`src/rtl/mem_stream_pkg.sv`:
```
// ============================================================================
// Module   : mem_stream_pkg
// Brief    : Shared state encoding and default widths for the stream port.
// Revision : 1.0 - initial release
// ============================================================================
`default_nettype none

package mem_stream_pkg;

    localparam int c_DEF_AW = 4;
    localparam int c_DEF_DW = 8;

    typedef enum logic [1:0] {
        ST_IDLE = 2'd0,
        ST_LOAD = 2'd1,
        ST_DUMP = 2'd2
    } state_e;

endpackage

`default_nettype wire

```
`src/rtl/mem_stream_fifo2.sv`:
```
// ============================================================================
// Module   : mem_stream_fifo2
// Brief    : Two-entry first-word-fall-through FIFO buffering DUMP read data.
// Revision : 1.0 - initial release
// ============================================================================
`default_nettype none

module mem_stream_fifo2 #(
    parameter int DW = 8
) (
    input  logic          clk,
    input  logic          rst,
    input  logic          push_i,
    input  logic [DW-1:0] push_data_i,
    input  logic          pop_i,
    output logic [DW-1:0] head_o,
    output logic [1:0]    count_o
);

    logic [DW-1:0] r_slot_q [2];
    logic          r_wr_q;
    logic          r_rd_q;
    logic [1:0]    r_count_q;
    logic          w_push;
    logic          w_pop;

    assign w_pop  = pop_i && (r_count_q != 2'd0);
    // A full FIFO may still accept a word when the head leaves in the same cycle.
    assign w_push = push_i && ((r_count_q != 2'd2) || w_pop);

    always_ff @(posedge clk) begin
        if (rst) begin
            r_slot_q[0] <= '0;
            r_slot_q[1] <= '0;
            r_wr_q      <= 1'b0;
            r_rd_q      <= 1'b0;
            r_count_q   <= 2'd0;
        end else begin
            if (w_push) begin
                r_slot_q[r_wr_q] <= push_data_i;
                r_wr_q           <= ~r_wr_q;
            end
            if (w_pop) begin
                r_rd_q <= ~r_rd_q;
            end
            case ({w_push, w_pop})
                2'b10:   r_count_q <= r_count_q + 2'd1;
                2'b01:   r_count_q <= r_count_q - 2'd1;
                default: r_count_q <= r_count_q;
            endcase
        end
    end

    assign head_o  = r_slot_q[r_rd_q];
    assign count_o = r_count_q;

endmodule

`default_nettype wire

```
`src/rtl/mem_stream_port.sv`:
```
// ============================================================================
// Module   : mem_stream_port
// Brief    : Streams a word range into (LOAD) or out of (DUMP) a 16x8
//            synchronous-read memory over valid/ready byte streams.
// Options  : MEM_STREAM_CHECKSUM_EN adds the per-command XOR checksum output.
// Revision : 1.0 - initial release
// ============================================================================
`default_nettype none

module mem_stream_port
    import mem_stream_pkg::*;
#(
    parameter int AW = c_DEF_AW,
    parameter int DW = c_DEF_DW
) (
    input  logic          clk,
    input  logic          rst,
    input  logic          cmd_valid,
    output logic          cmd_ready,
    input  logic          cmd_load,
    input  logic [AW-1:0] cmd_base,
    input  logic [AW-1:0] cmd_len,
    input  logic          in_valid,
    output logic          in_ready,
    input  logic [DW-1:0] in_data,
    output logic          out_valid,
    input  logic          out_ready,
    output logic [DW-1:0] out_data,
    output logic          done,
    output logic [AW-1:0] mem_adr,
    output logic [DW-1:0] mem_dat_w,
    output logic          mem_we,
    input  logic [DW-1:0] mem_dat_r
`ifdef MEM_STREAM_CHECKSUM_EN
    ,
    output logic [DW-1:0] checksum
`endif
);

    localparam logic [AW-1:0] c_ONE = {{(AW-1){1'b0}}, 1'b1};

    state_e        r_state_q;
    logic [AW-1:0] r_ptr_q;
    logic [AW-1:0] r_issue_left_q;
    logic [AW-1:0] r_out_left_q;
    logic          r_issuing_q;
    logic          r_rd_pend_q;
    logic          r_done_q;

    logic          w_cmd_hs;
    logic          w_in_hs;
    logic          w_pop;
    logic          w_issue;
    logic [1:0]    w_fifo_count;
    logic [DW-1:0] w_fifo_head;
    logic [2:0]    w_occ;

    assign w_cmd_hs  = cmd_valid && (r_state_q == ST_IDLE);
    assign w_in_hs   = in_valid && (r_state_q == ST_LOAD);
    assign out_valid = (r_state_q == ST_DUMP) && (w_fifo_count != 2'd0);
    assign w_pop     = out_valid && out_ready;

    // Words owned by the port after this cycle; a word leaving now frees its
    // slot for a new read so a steady stream runs at one word per cycle.
    assign w_occ   = {1'b0, w_fifo_count} + {2'b00, r_rd_pend_q} - {2'b00, w_pop};
    assign w_issue = (r_state_q == ST_DUMP) && r_issuing_q && (w_occ < 3'd2);

    mem_stream_fifo2 #(
        .DW (DW)
    ) u_fifo (
        .clk         (clk),
        .rst         (rst),
        .push_i      (r_rd_pend_q),
        .push_data_i (mem_dat_r),
        .pop_i       (w_pop),
        .head_o      (w_fifo_head),
        .count_o     (w_fifo_count)
    );

    always_ff @(posedge clk) begin
        if (rst) begin
            r_state_q      <= ST_IDLE;
            r_ptr_q        <= '0;
            r_issue_left_q <= '0;
            r_out_left_q   <= '0;
            r_issuing_q    <= 1'b0;
            r_rd_pend_q    <= 1'b0;
            r_done_q       <= 1'b0;
        end else begin
            r_done_q    <= 1'b0;
            r_rd_pend_q <= w_issue;
            case (r_state_q)
                ST_IDLE: begin
                    if (w_cmd_hs) begin
                        r_ptr_q        <= cmd_base;
                        r_issue_left_q <= cmd_len;
                        r_out_left_q   <= cmd_len;
                        r_issuing_q    <= !cmd_load;
                        r_state_q      <= cmd_load ? ST_LOAD : ST_DUMP;
                    end
                end
                ST_LOAD: begin
                    if (w_in_hs) begin
                        r_ptr_q        <= r_ptr_q + c_ONE;
                        r_issue_left_q <= r_issue_left_q - c_ONE;
                        if (r_issue_left_q == '0) begin
                            r_state_q <= ST_IDLE;
                            r_done_q  <= 1'b1;
                        end
                    end
                end
                ST_DUMP: begin
                    if (w_issue) begin
                        r_ptr_q <= r_ptr_q + c_ONE;
                        if (r_issue_left_q == '0) begin
                            r_issuing_q <= 1'b0;
                        end else begin
                            r_issue_left_q <= r_issue_left_q - c_ONE;
                        end
                    end
                    if (w_pop) begin
                        if (r_out_left_q == '0) begin
                            r_state_q <= ST_IDLE;
                            r_done_q  <= 1'b1;
                        end else begin
                            r_out_left_q <= r_out_left_q - c_ONE;
                        end
                    end
                end
                default: begin
                    r_state_q <= ST_IDLE;
                end
            endcase
        end
    end

    assign cmd_ready = (r_state_q == ST_IDLE);
    assign in_ready  = (r_state_q == ST_LOAD);
    assign mem_we    = w_in_hs;
    assign mem_adr   = (r_state_q == ST_IDLE) ? '0 : r_ptr_q;
    assign mem_dat_w = (r_state_q == ST_LOAD) ? in_data : '0;
    assign out_data  = out_valid ? w_fifo_head : '0;
    assign done      = r_done_q;

`ifdef MEM_STREAM_CHECKSUM_EN
    logic [DW-1:0] r_csum_q;

    always_ff @(posedge clk) begin
        if (rst) begin
            r_csum_q <= '0;
        end else if (w_cmd_hs) begin
            r_csum_q <= '0;
        end else if (w_in_hs) begin
            r_csum_q <= r_csum_q ^ in_data;
        end else if (w_pop) begin
            r_csum_q <= r_csum_q ^ out_data;
        end
    end

    assign checksum = r_csum_q;
`endif

endmodule

`default_nettype wire
```
`config.mk`:
```
export PLATFORM = sky130hd
export DESIGN_NAME = mem_stream_port
export DESIGN_NICKNAME = d
export VERILOG_FILES = /design/src/rtl/mem_stream_pkg.sv /design/src/rtl/mem_stream_fifo2.sv /design/src/rtl/mem_stream_port.sv
export SDC_FILE = /design/constraint.sdc
export NUM_CORES = 1
export LEC_CHECK = 0
export BUFFER_PORTS_ARGS = -buffer_cell sky130_fd_sc_hd__buf_4
export CELL_PAD_IN_SITES_DETAIL_PLACEMENT = 0
export CELL_PAD_IN_SITES_GLOBAL_PLACEMENT = 1
export CORE_MARGIN = 8
export CORE_UTILIZATION = 40
export DETAILED_ROUTE_END_ITERATION = 10
export PLACE_DENSITY = 0.9
export SLEW_MARGIN = 20
export SYNTH_ARGS = -nofsm -noshare
export SYNTH_HDL_FRONTEND = slang
export SYNTH_SLANG_ARGS = --single-unit
```
`constraint.sdc`:
```
create_clock -name clk -period 3.7 [get_ports clk]
set_input_delay 0.555 -clock clk [delete_from_list [all_inputs] [get_ports clk]]
set_output_delay 0.555 -clock clk [all_outputs]
set_load 0.03 [all_outputs]
```
==> reports/results.tsv <==
metric	value	unit
wl_per_cell	14.0	µm
final_core_util	51.9	%
yosysTopAreaCell	edfxtp_1	
tns	0	ns
hold_buffers	0	
skew	0.00575	ns
synth_nets	276	
cap_viol_max_count	0	
worstPathArrival	3.25	ns
relSlewSlack	37.2	%
status	complete, no violations	
worstMarginPinSlew	0.930	ns
drt_iter0_drc	97	
synth_edf_count	16	
diodes	0	
chipHeight	90.3	µm
routed_via_density	5.19	
insertion_delay	0.29	ns
grt_pass1_vias	1828	
rsz0062_at_grt	no	
final-seq-area	921	µm²
grt_use_met3	3.08	%
synthArstFlopShare	0	%
cts_tree	done	
synthToLayoutAreaGrowth	27.1	%
endpoint_kind	flop	
seq_area_frac_synth	41.7	%
design_area	2800	µm²
netlist_top_cells_count	nor2_1, and2_1, dfxtp_1	
clk_pin_slew	0.08	ns
grt_pass1_wl	8.54	mm
final_cells	364	
critPathKind	reg -> reg	
dpl.cell_count	356	
cts_buffers	5	
dr_total_vias	1890	
synth_seq_cells	38	
die-width	90.3	µm
start_util	40.8	%
synth_area_leaders	edfxtp_1, dfxtp_1, and2_1, mux2i_1, nor2_1	
core	5410	µm²
syn_area_per_cell	9.27	µm²
synth_area	2210	µm²
crit_fanout	15	
antenna_left	0	
setup_viol	0	
start_kind	flop	
use_met1	15.1	%
hpwl	3.76	mm
io_buffers	54	
cts-htree-levels	2	
grt_max_degree	28	
grt-busiest-layer	met2	
gp_congestion	0.858	
dpl_cell_area	2670	µm²
use_met2	20.6	%
pin_count	55	
layout-drive-gt1-share	26.4	%
postRouteWirelength	5.09	mm
grt-ovfl-total	0	
grt_usage	12.5	%
remaining_drc_errors	0	
synthMostInstantiatedCell	nor2_1	
ir_worst_vdd	0.344	mV
num_rows	27	
min_path_cells	2	
hp-class	reg -> reg	
cts_root_buf	clkbuf_8	
powerDensity	610	nW/µm²
syn_inst	238	
yosys_most_used_dff	dfxtp_1	
antenna_found_initial	0	
synth.distinct_cells	50	
finalNetCount	329	
clock_sinks	38	
ctsResizeCount	0	
period_needed	3.06	ns
clockBufferDepth	2	
final_max_slew_viol_count	0	
dr.pass1.iters	4	
fmax	326	MHz
fp.dieArea	8150	µm²
required	3.88	ns
multiInputGateArea	1180	µm²
r2r_cells	11	
power.leakage	1.18	nW
finalHoldViolCount	0	
fillCellCount	514	
ys_warn_count	0	
synth_top_area_share	21.8	%
fin_crit_sh	82.8	%
postCtsSetupRepairBufs	0	
[cell families after synthesis]
group	after synthesis	synth area share (%)
mux	11	5.05
simple gates	98	25.1
buf+inv	23	4.65
xor+xnor	5	1.99
fa+ha+maj	8	4.88
flops	38	41.7
compound gates	55	16.6
[final timing paths]
check,startpoint,slack [ns],endpoint
max,r_state_q[0],0.64,r_issue_left_q[3]
max reg2reg,r_state_q[0],0.64,r_issue_left_q[3]
min reg2reg,r_out_left_q[1],0.47,r_out_left_q[1]
min,r_out_left_q[1],0.47,r_out_left_q[1]
[state kept, by name, summed over array words and instances, names as in the netlist, 2 cells and up, named ones only]
register / count
u_fifo.count_o: 2
r_ptr_q: 4
u_fifo.r_slot_q: 16
r_issue_left_q: 4
r_out_left_q: 4
r_state_q: 2
[placed cells by master, fill, tap and decap left out, types with 3 or more instances in the layout]
master     n
edfxtp_1  16
a21oi_1   12
inv_1     11
and2b_2    5
nand2_1    8
ha_1       7
clkbuf_8   5
a211oi_1   5
o21ai_0   12
nand3_1    6
mux2i_1   10
dfxtp_1   22
a211o_1    4
and2_1    25
nor2b_1    6
nor2_1    26
buf_4     57
o31ai_1    5
nor3_1     6
xnor2_1    3
[final cells by class]
cell class	count	area share [%]
timing repair buffer	57	15.3
inverter	12	1.61
multi-input combinational	177	42.2
tap	72	3.21
sequential	38	32.8
clock inverter	3	2.45
clock buffer	5	2.45
[through the flow]
stage                     total power [mW]  hold WS (ns)  setup slack (ns)
after floorplan                       1.12         0.445             0.986
after global placement                1.28         0.456             0.709
after detailed placement              1.29         0.464             0.658
after CTS                             1.72         0.475             0.644
after global routing                  1.83         0.508             0.340
final                                 1.71         0.471             0.635
[critical path, stage by stage, from the launching register on]
cell and delay [ns]:
dfxtp_1 0.36, inv_1 0.09, ha_1 0.22, buf_4 0.19, and2_1 0.16, nor2_1 0.09, o21ai_0 0.11, fa_1 0.42
xnor2_1 0.17, a31oi_1 0.69, nor2_1 0.15, mux2_2 0.30
[per-layer routing]
metal | share of wire (%) | wire length (µm)
met5 | 0 | 0
met4 | 1.6 | 79
met3 | 4.6 | 232
met2 | 47 | 2410
met1 | 46 | 2360
[power by group]
part	leakage, nW	total [mW]	switching, mW	internal (mW)
clock	0.0683	0.419	0.149	0.270
combinational	0.767	0.723	0.415	0.307
sequential	0.345	0.568	0.0618	0.506
(Power assumes the default switching activity.)
